==> src/rtl/dmem_arbiter_if.sv <==
// dmem_arbiter_if: requester (cpu/dbg) and memory-side signals of the data-memory arbiter.
interface dmem_arbiter_if #(
    parameter int AW = 8,
    parameter int DW = 8
);
    logic          cpu_req;
    logic          cpu_we;
    logic [AW-1:0] cpu_addr;
    logic [DW-1:0] cpu_wdata;
    logic          cpu_gnt;
    logic          cpu_done;
    logic          dbg_req;
    logic          dbg_we;
    logic [AW-1:0] dbg_addr;
    logic [DW-1:0] dbg_wdata;
    logic          dbg_gnt;
    logic          dbg_done;
    logic [DW-1:0] rdata;
    logic          mem_read;
    logic          mem_write;
    logic [AW-1:0] mem_addr;
    logic [DW-1:0] mem_wdata;
    logic [DW-1:0] mem_rdata;

    modport slave (
        input  cpu_req, cpu_we, cpu_addr, cpu_wdata,
        input  dbg_req, dbg_we, dbg_addr, dbg_wdata,
        input  mem_rdata,
        output cpu_gnt, cpu_done, dbg_gnt, dbg_done, rdata,
        output mem_read, mem_write, mem_addr, mem_wdata
    );

    modport master (
        output cpu_req, cpu_we, cpu_addr, cpu_wdata,
        output dbg_req, dbg_we, dbg_addr, dbg_wdata,
        output mem_rdata,
        input  cpu_gnt, cpu_done, dbg_gnt, dbg_done, rdata,
        input  mem_read, mem_write, mem_addr, mem_wdata
    );
endinterface

==> src/rtl/dmem_arbiter.sv <==
// dmem_arbiter: round-robin arbiter and sequencer sharing one data memory between cpu and dbg.
module dmem_arbiter #(
    parameter int RD_LAT = 1,
    parameter int AW = 8,
    parameter int DW = 8
) (
    input logic clk,
    input logic reset,
    dmem_arbiter_if.slave bus
);
    localparam logic [1:0] IDLE = 2'd0, ACCESS = 2'd1, WAIT = 2'd2, DONE = 2'd3;

    logic [1:0] state_q, state_d, cnt_q, cnt_d;
    logic owner_q, owner_d, last_q, last_d, we_q, we_d;
    logic cpu_gnt_q, cpu_gnt_d, dbg_gnt_q, dbg_gnt_d;
    logic cpu_done_q, cpu_done_d, dbg_done_q, dbg_done_d;
    logic mem_read_q, mem_read_d, mem_write_q, mem_write_d;
    logic [AW-1:0] mem_addr_q, mem_addr_d;
    logic [DW-1:0] mem_wdata_q, mem_wdata_d, rdata_q, rdata_d;
    logic pick_dbg, finish;

    // owner/last_owner encode 1 = dbg, 0 = cpu
    always_comb begin
        pick_dbg = bus.dbg_req & (~bus.cpu_req | ~last_q);
        finish = (state_q == ACCESS & (we_q | RD_LAT == 0)) | (state_q == WAIT & cnt_q == 2'd1);
        state_d = state_q;
        owner_d = owner_q;
        last_d = last_q;
        we_d = we_q;
        cnt_d = cnt_q;
        mem_addr_d = mem_addr_q;
        mem_wdata_d = mem_wdata_q;
        mem_read_d = 1'b0;
        mem_write_d = 1'b0;
        cpu_gnt_d = cpu_gnt_q;
        dbg_gnt_d = dbg_gnt_q;
        cpu_done_d = finish & ~owner_q;
        dbg_done_d = finish & owner_q;
        rdata_d = (finish & ~we_q) ? bus.mem_rdata : rdata_q;
        case (state_q)
            IDLE: if (bus.cpu_req | bus.dbg_req) begin
                owner_d = pick_dbg;
                we_d = pick_dbg ? bus.dbg_we : bus.cpu_we;
                mem_addr_d = pick_dbg ? bus.dbg_addr : bus.cpu_addr;
                mem_wdata_d = pick_dbg ? bus.dbg_wdata : bus.cpu_wdata;
                mem_write_d = we_d;
                mem_read_d = ~we_d;
                cpu_gnt_d = ~pick_dbg;
                dbg_gnt_d = pick_dbg;
                state_d = ACCESS;
            end
            ACCESS: begin
                state_d = finish ? DONE : WAIT;
                cnt_d = 2'(RD_LAT);
            end
            WAIT: begin
                state_d = finish ? DONE : WAIT;
                cnt_d = cnt_q - 2'd1;
            end
            default: begin
                last_d = owner_q;
                cpu_gnt_d = 1'b0;
                dbg_gnt_d = 1'b0;
                state_d = IDLE;
            end
        endcase
    end

    always_ff @(posedge clk) begin
        if (reset) begin
            state_q <= IDLE;
            cnt_q <= 2'd0;
            owner_q <= 1'b0;
            last_q <= 1'b1;
            we_q <= 1'b0;
            cpu_gnt_q <= 1'b0;
            dbg_gnt_q <= 1'b0;
            cpu_done_q <= 1'b0;
            dbg_done_q <= 1'b0;
            mem_read_q <= 1'b0;
            mem_write_q <= 1'b0;
            mem_addr_q <= '0;
            mem_wdata_q <= '0;
            rdata_q <= '0;
        end else begin
            state_q <= state_d;
            cnt_q <= cnt_d;
            owner_q <= owner_d;
            last_q <= last_d;
            we_q <= we_d;
            cpu_gnt_q <= cpu_gnt_d;
            dbg_gnt_q <= dbg_gnt_d;
            cpu_done_q <= cpu_done_d;
            dbg_done_q <= dbg_done_d;
            mem_read_q <= mem_read_d;
            mem_write_q <= mem_write_d;
            mem_addr_q <= mem_addr_d;
            mem_wdata_q <= mem_wdata_d;
            rdata_q <= rdata_d;
        end
    end

    assign bus.cpu_gnt = cpu_gnt_q;
    assign bus.dbg_gnt = dbg_gnt_q;
    assign bus.cpu_done = cpu_done_q;
    assign bus.dbg_done = dbg_done_q;
    assign bus.mem_read = mem_read_q;
    assign bus.mem_write = mem_write_q;
    assign bus.mem_addr = mem_addr_q;
    assign bus.mem_wdata = mem_wdata_q;
    assign bus.rdata = rdata_q;
endmodule

==> src/flat_wrapper.sv <==
// flat-port wrapper written by rule: the top's interface ports become plain ports
module dmem_arbiter_flat 
#(
    parameter int RD_LAT = 1,
    parameter int AW = 8,
    parameter int DW = 8
)
  (clk, reset, bus_cpu_req, bus_cpu_we, bus_cpu_addr, bus_cpu_wdata, bus_dbg_req, bus_dbg_we, bus_dbg_addr, bus_dbg_wdata, bus_mem_rdata, bus_cpu_gnt, bus_cpu_done, bus_dbg_gnt, bus_dbg_done, bus_rdata, bus_mem_read, bus_mem_write, bus_mem_addr, bus_mem_wdata);
  dmem_arbiter_if #(.AW(AW), .DW(DW)) bus_i ();
  input logic clk;
  input logic reset;
  input wire logic [$bits(bus_i.cpu_req)-1:0] bus_cpu_req;
  input wire logic [$bits(bus_i.cpu_we)-1:0] bus_cpu_we;
  input wire logic [$bits(bus_i.cpu_addr)-1:0] bus_cpu_addr;
  input wire logic [$bits(bus_i.cpu_wdata)-1:0] bus_cpu_wdata;
  input wire logic [$bits(bus_i.dbg_req)-1:0] bus_dbg_req;
  input wire logic [$bits(bus_i.dbg_we)-1:0] bus_dbg_we;
  input wire logic [$bits(bus_i.dbg_addr)-1:0] bus_dbg_addr;
  input wire logic [$bits(bus_i.dbg_wdata)-1:0] bus_dbg_wdata;
  input wire logic [$bits(bus_i.mem_rdata)-1:0] bus_mem_rdata;
  output wire logic [$bits(bus_i.cpu_gnt)-1:0] bus_cpu_gnt;
  output wire logic [$bits(bus_i.cpu_done)-1:0] bus_cpu_done;
  output wire logic [$bits(bus_i.dbg_gnt)-1:0] bus_dbg_gnt;
  output wire logic [$bits(bus_i.dbg_done)-1:0] bus_dbg_done;
  output wire logic [$bits(bus_i.rdata)-1:0] bus_rdata;
  output wire logic [$bits(bus_i.mem_read)-1:0] bus_mem_read;
  output wire logic [$bits(bus_i.mem_write)-1:0] bus_mem_write;
  output wire logic [$bits(bus_i.mem_addr)-1:0] bus_mem_addr;
  output wire logic [$bits(bus_i.mem_wdata)-1:0] bus_mem_wdata;
  assign bus_i.cpu_req = bus_cpu_req;
  assign bus_i.cpu_we = bus_cpu_we;
  assign bus_i.cpu_addr = bus_cpu_addr;
  assign bus_i.cpu_wdata = bus_cpu_wdata;
  assign bus_i.dbg_req = bus_dbg_req;
  assign bus_i.dbg_we = bus_dbg_we;
  assign bus_i.dbg_addr = bus_dbg_addr;
  assign bus_i.dbg_wdata = bus_dbg_wdata;
  assign bus_i.mem_rdata = bus_mem_rdata;
  assign bus_cpu_gnt = bus_i.cpu_gnt;
  assign bus_cpu_done = bus_i.cpu_done;
  assign bus_dbg_gnt = bus_i.dbg_gnt;
  assign bus_dbg_done = bus_i.dbg_done;
  assign bus_rdata = bus_i.rdata;
  assign bus_mem_read = bus_i.mem_read;
  assign bus_mem_write = bus_i.mem_write;
  assign bus_mem_addr = bus_i.mem_addr;
  assign bus_mem_wdata = bus_i.mem_wdata;
  dmem_arbiter #(.RD_LAT(RD_LAT), .AW(AW), .DW(DW)) u_core (.clk(clk), .reset(reset), .bus(bus_i));
endmodule
==> config.mk <==
export PLATFORM = sky130hd
export DESIGN_NAME = dmem_arbiter_flat
export DESIGN_NICKNAME = d
export VERILOG_FILES = /design/src/rtl/dmem_arbiter_if.sv /design/src/rtl/dmem_arbiter.sv /design/src/flat_wrapper.sv
export SDC_FILE = /design/constraint.sdc
export NUM_CORES = 1
export LEC_CHECK = 0
export CORE_MARGIN = 1.5
export CORE_UTILIZATION = 40
export CTS_BUF_LIST = sky130_fd_sc_hd__clkbuf_8
export CTS_CLUSTER_SIZE = 40
export DETAILED_ROUTE_END_ITERATION = 7
export MAX_ROUTING_LAYER = met4
export PLACE_DENSITY = 0.78
export SKIP_CTS_REPAIR_TIMING = 1
export SYNTH_ARGS = -nofsm -noshare
export SYNTH_HDL_FRONTEND = slang
export SYNTH_SLANG_ARGS = --single-unit
==> constraint.sdc <==
create_clock -name clk -period 1.9 [get_ports clk]
set_input_delay 0.38 -clock clk [delete_from_list [all_inputs] [get_ports clk]]
set_output_delay 0.38 -clock clk [all_outputs]
set_load 0.02 [all_outputs]
; Yosys cells after proc, flatten, opt, wreduce, memory -nomap -nowiden
; Index checks and enable logic that the tools add are counted.
; W data, S select, Z words.
[totals]
regBits = 37
latch_bits = 0
ram_bits = 0
mem_bits_ro = 0
in_bits = 46
output_inout_bits = 30
n_memories = 0
[classes]
n_addsub = 1
multipliers = 0
div_mod_pow = 0
n_lt_le_gt_ge = 0
n_eq_ne = 4
n_shift = 0
muxes = 11
bitwise = 18
n_reduce_logical = 7
[op_table]
columns = cell, n
row1 = $mux W8, 2
row2 = $not A1 Y1, 9
row3 = $pmux W2 S2, 2
row4 = $and A1 B1 Y1, 6
row5 = $reduce_or A3 Y1, 2
row6 = $eq A2 B1 Y1 const B, 2
row7 = $mux W1, 4
row8 = $pmux W1 S2, 2
row9 = $reduce_and A2 Y1, 2
row10 = $or A1 B1 Y1, 3
row11 = $eq A2 B2 Y1 const B, 1
row12 = $logic_not A2 Y1, 1
row13 = $mux W2, 1
row14 = $ne A2 B1 Y1 const B, 1
row15 = $reduce_bool A2 Y1, 1
row16 = $reduce_or A2 Y1, 1
row17 = $sub A2 B1 Y2 const B, 1

; Longest topological paths before layout
; Gate-level depths: netlist of the first run.
[logic_depth]
ltp_word = 6
mapped_depth = 7

; Worst setup path before layout of the first run
; No wires, ideal clock.
[synth_path]
path_type = register to register
from = reg u_core.state_q[0]
to = reg u_core.state_q[0]
setup_ps = 58
t_arrival_ps = 1408
setup_slack_ps = 434
stages_incl_launch_ff = 6
n_path_buf = 0
synth_period_minus_slack_ps = 1466
path_cell_list = dfxtp_1 inv_1 ha_1 nor3b_1 mux2i_1 o21a_1
[synth_between]
elab_chain_cells = 5
word_cells_on_any_way = 10
[synth_lines]
columns = element, line_no
row1 = "start, declared", dmem_arbiter.sv:13  ; logic [1:0] state_q, state_d, cnt_q, cnt_d;
row2 = "start signal, assigned", dmem_arbiter.sv:86  ; state_q <= state_d;
row3 = $eq A2 B1 Y1 / $eq A2 B2 Y1 (equally long branches), "dmem_arbiter.sv:25, dmem_arbiter.sv:40"
row4 = $and A1 B1 Y1, dmem_arbiter.sv:25  ; finish = (state_q == ACCESS & (we_q | RD_LAT == 0)) | (state_q == WAIT & cnt_q == 2'd1);
row5 = $or A1 B1 Y1, dmem_arbiter.sv:25
row6 = $mux W1, "dmem_arbiter.sv:53, dmem_arbiter.sv:57"
row7 = $pmux W2 S2, dmem_arbiter.sv:40  ; case (state_q)
; Parallel ways exist; a longest one is shown, timed or not.
; A chain may end at the register's enable or synchronous reset.

; Final worst setup path of the first run
[layout_path]
from = reg u_core.rdata_q[4], in the netlist u_core.bus.rdata[4]
to = out bus_rdata[4]
[layout_rtl]
columns = element, line_no
row1 = "start, declared", dmem_arbiter.sv:19  ; logic [DW-1:0] mem_wdata_q, mem_wdata_d, rdata_q, rdata_d;
row2 = "start signal, assigned", dmem_arbiter.sv:99  ; rdata_q <= rdata_d;
row3 = "end, declared", flat_wrapper.sv:25  ; output wire logic [$bits(bus_i.rdata)-1:0] bus_rdata;
; No word-level cell between the ends.

==> metrics.yaml, run 1 <==
die:
  die_w_um: 66.6
  dieHeight_um: 66.6
  ioPinCount: 76
  placementRows: 22
  coreArea_um2: 3770
  die_area_um2: 4440
  start_util: 0.429
routing:
  wl_per_cell_um: 13.0
  viasPerCell: 4.92
  route.detailed.drc: 0
  drtIter0Drc: 32
  drt-pass1-iter-count: 4
  vias: 1482
  drt-total-wl_um: 3910
  antenna_left: 0
grt:
  grt_start_max_net_pins: 39
  grt_first_pass_wirelength_um: 6390
  grt_pass1_vias: 1468
  grt_antenna_before_repair: 0
  grt.overflow.total: 0
  grt_util_all_layers: 0.200
placement:
  dp_hpwl_um: 2750
  place_area_um2: 2450
  portBuffers: 75
  globalplace.congestion: 0.759
  place_inst: 293
yosys:
  yosys_register_bits: 37
  synth_compound_area_frac: 0.231
  synth-simple-area-share: 0.155
  syn-num-nets: 225
  synthMuxAreaShare: 0.0680
  syn_avg_cell_area_um2: 9.30
  netlist_area_um2: 1620
  yosys_warnings: 0
  seq_area_frac_synth: 0.457
  synth_top_family_by_area: "compound AO/OA/AOI/OAI gates"
  synth-adder-area-share: 0.0386
  synth_xor_area_frac: 0
  synth_cells: 174
  synth.distinct_cells: 28
timing:
  worst_pin_slew_ns: 0.498
  finalSetupTns_ns: 0
  finClkSkew_ns: 0.00523
  relSlewSlack: 0.667
  layout_min_cycle_time_ns: 1.65
  fmax_ghz: 0.607
  hold_slack_ns: 0.473
  report.final.hold_viol_count: 0
  rsz0062_at_grt: "no"
  finalCritPeriodShare: 0.867
  drv_slew: 0
  finalSetupViolCount: 0
layout:
  nFillCells: 331
  fin_cells: 301
  num_antenna_cells: 0
  drive_above_1_share: 0.107
  design_area_um2: 2530
  nets: 303
  syn_to_final_growth_pct: 56.2
worst_hold_path:
  hold_class: "reg -> reg"
  hp-start: "u_core.cnt_q[1]$_SDFFE_PP0P_"
  min_to: "u_core.cnt_q[1]$_SDFFE_PP0P_"
  worstHoldPathCells: 2
cts:
  cts_made_buffers: 5
  clockBufferDepth: 2
  cts.clk_slew.worst_paths_ns: 0.07
  clk_latency_ns: 0.30
  cts_tree: "yes"
  root_buffer: "clkbuf_8"
  cts_num_sinks: 37
  ctsHtreeMaxLevel: 2
worst_setup_path:
  cp_num_buf_inv: 1
  crit_family: "buffers and inverters"
  r2r_end: "u_core.bus.rdata[6]$_SDFFE_PP0P_"
  cp_data_arrival_time_ns: 1.27
  start_kind: "flip-flop"
  reg2reg_depth: 5
  ff2ff_setup_slack_ns: 0.39
  worst-setup-path-type: "reg -> out"
  r2r-start: "u_core.state_q[0]$_SDFFE_PP0P_"
  worst_path_largest_cell_delay_ns: 0.63
  path_cells: "clkdlybuf4s50_1"
  end_kind: "primary output"
  path_max_fanout: 2
  critPathSlowestCell: "clkdlybuf4s50_1"
  required_ns: 1.52
  crit_cells: 1
run_status:
  status: "finished, final reports clean"
power:
  totalPowerFinal_mw: 3.30
  p_per_area_nw_per_um2: 1310
  p_leak_nw: 1.02
  ir_drop_mv: 0.943
job:
  cap_violations: 0
==> worst max path at each step <==
stage	from	to	slack, ns
finish	u_core.bus.rdata[4]$_SDFFE_PP0P_	bus_rdata[4]	0.25
global route	bus_cpu_req	u_core.bus.mem_addr[1]$_SDFFE_PP0P_	0.20
CTS	u_core.bus.rdata[4]$_SDFFE_PP0P_	bus_rdata[4]	0.25
detailed placement	bus_cpu_req	u_core.bus.mem_wdata[7]$_SDFFE_PP0P_	0.03
global placement	bus_cpu_req	u_core.bus.mem_addr[1]$_SDFFE_PP0P_	0.06
floorplan	u_core.state_q[0]$_SDFFE_PP0P_	u_core.state_q[0]$_SDFFE_PP0P_	0.43
==> flip-flops by register name (all words and copies together), names as in the netlist <==
name                  cells
u_core.bus.rdata          8
u_core.state_q            2
u_core.bus.cpu_done       1
u_core.bus.mem_read       1
u_core.bus.cpu_gnt        1
u_core.bus.mem_addr       8
u_core.bus.mem_wdata      8
u_core.last_q             1
u_core.owner_q            1
u_core.bus.dbg_gnt        1
u_core.bus.dbg_done       1
u_core.cnt_q              2
u_core.bus.mem_write      1
u_core.we_q               1
==> cells in the mapped netlist <==
| master | number | area share |
|---|---|---|
| dfxtp_1 | 37 | 0.46 |
| nor2_1 | 28 | 0.065 |
| a21oi_1 | 19 | 0.059 |
| nand2_1 | 17 | 0.039 |
| mux2i_1 | 11 | 0.068 |
| a211oi_2 | 9 | 0.070 |
| a211oi_1 | 8 | 0.037 |
| ha_1 | 5 | 0.039 |
| buf_2 | 4 | 0.012 |
| nor3b_1 | 4 | 0.019 |
| buf_4 | 3 | 0.014 |
| inv_1 | 3 | 0.0070 |
| nor2b_1 | 3 | 0.012 |
| o21ai_0 | 3 | 0.0093 |
| a22oi_1 | 2 | 0.0093 |
| buf_1 | 2 | 0.0046 |
| clkbuf_1 | 2 | 0.0046 |
| nand3_1 | 2 | 0.0062 |
| nor3_1 | 2 | 0.0062 |
| o21a_1 | 2 | 0.0093 |
| a211o_1 | 1 | 0.0054 |
| a21bo_2 | 1 | 0.0062 |
| a21boi_4 | 1 | 0.012 |
| buf_6 | 1 | 0.0070 |
| nand2b_1 | 1 | 0.0039 |
| nand3b_1 | 1 | 0.0046 |
| o211ai_1 | 1 | 0.0046 |
| o21ai_4 | 1 | 0.010 |
==> cell type report <==
type,instances,area [um2],area share
tap,48,60.1,0.0238
clock buffer,5,68.8,0.0272
multi-input combinational,122,798,0.316
sequential,37,741,0.293
inverter,3,11.3,0.00445
timing repair buffer,83,836,0.331
clock inverter,3,13.8,0.00544
==> where the power goes <==
part | switching [mW] | total (mW) | internal [mW]
Sequential | 0.119 | 1.11 | 0.992
Clock | 0.273 | 0.522 | 0.248
Combinational | 0.861 | 1.67 | 0.809
==> per-layer routing <==
metal / global-route usage / wire length [um] / up-vias
li1: - / - / 757
met3: 0.0760 / 308 / 6
met2: 0.348 / 1900 / 46
met1: 0.203 / 1640 / 673
met5: - / 0 / -
met4: 0.0765 / 65 / 0
==> kinds of logic after synthesis <==
group,count (synthesis)
fa+ha+maj,5
simple gates,58
compound gates,48
buf+inv,15
flops,37
mux,11
==> placed cells by master, fill, tap and decap left out, types with 3 or more instances in the layout <==
cell type,synthesis,routed
inv_1,3,4
dfxtp_1,37,37
a211oi_2,9,9
buf_4,3,6
nor2_1,28,28
nor2b_1,3,3
ha_1,5,5
a211oi_1,8,8
nor3b_1,4,4
a21oi_1,19,19
mux2i_1,11,11
o21ai_0,3,3
nand2_1,17,17
clkbuf_8,0,5
clkdlybuf4s50_1,0,75
==> per-stage QoR <==
stage                     setup slack, ns   util
after floorplan                     0.434      -
after global placement             0.0616  0.649
after detailed placement           0.0259  0.649
after CTS                           0.250  0.671
after global routing                0.196  0.671
final                               0.252  0.671
Note: power is estimated with default switching activity, not from simulation.
==> run 2: changes to the inputs <==
- TNS_END_PERCENT: unset -> 5
==> results of run 2 <==
Same layout as run 1: the final DEF is identical, and so are final timing and power.
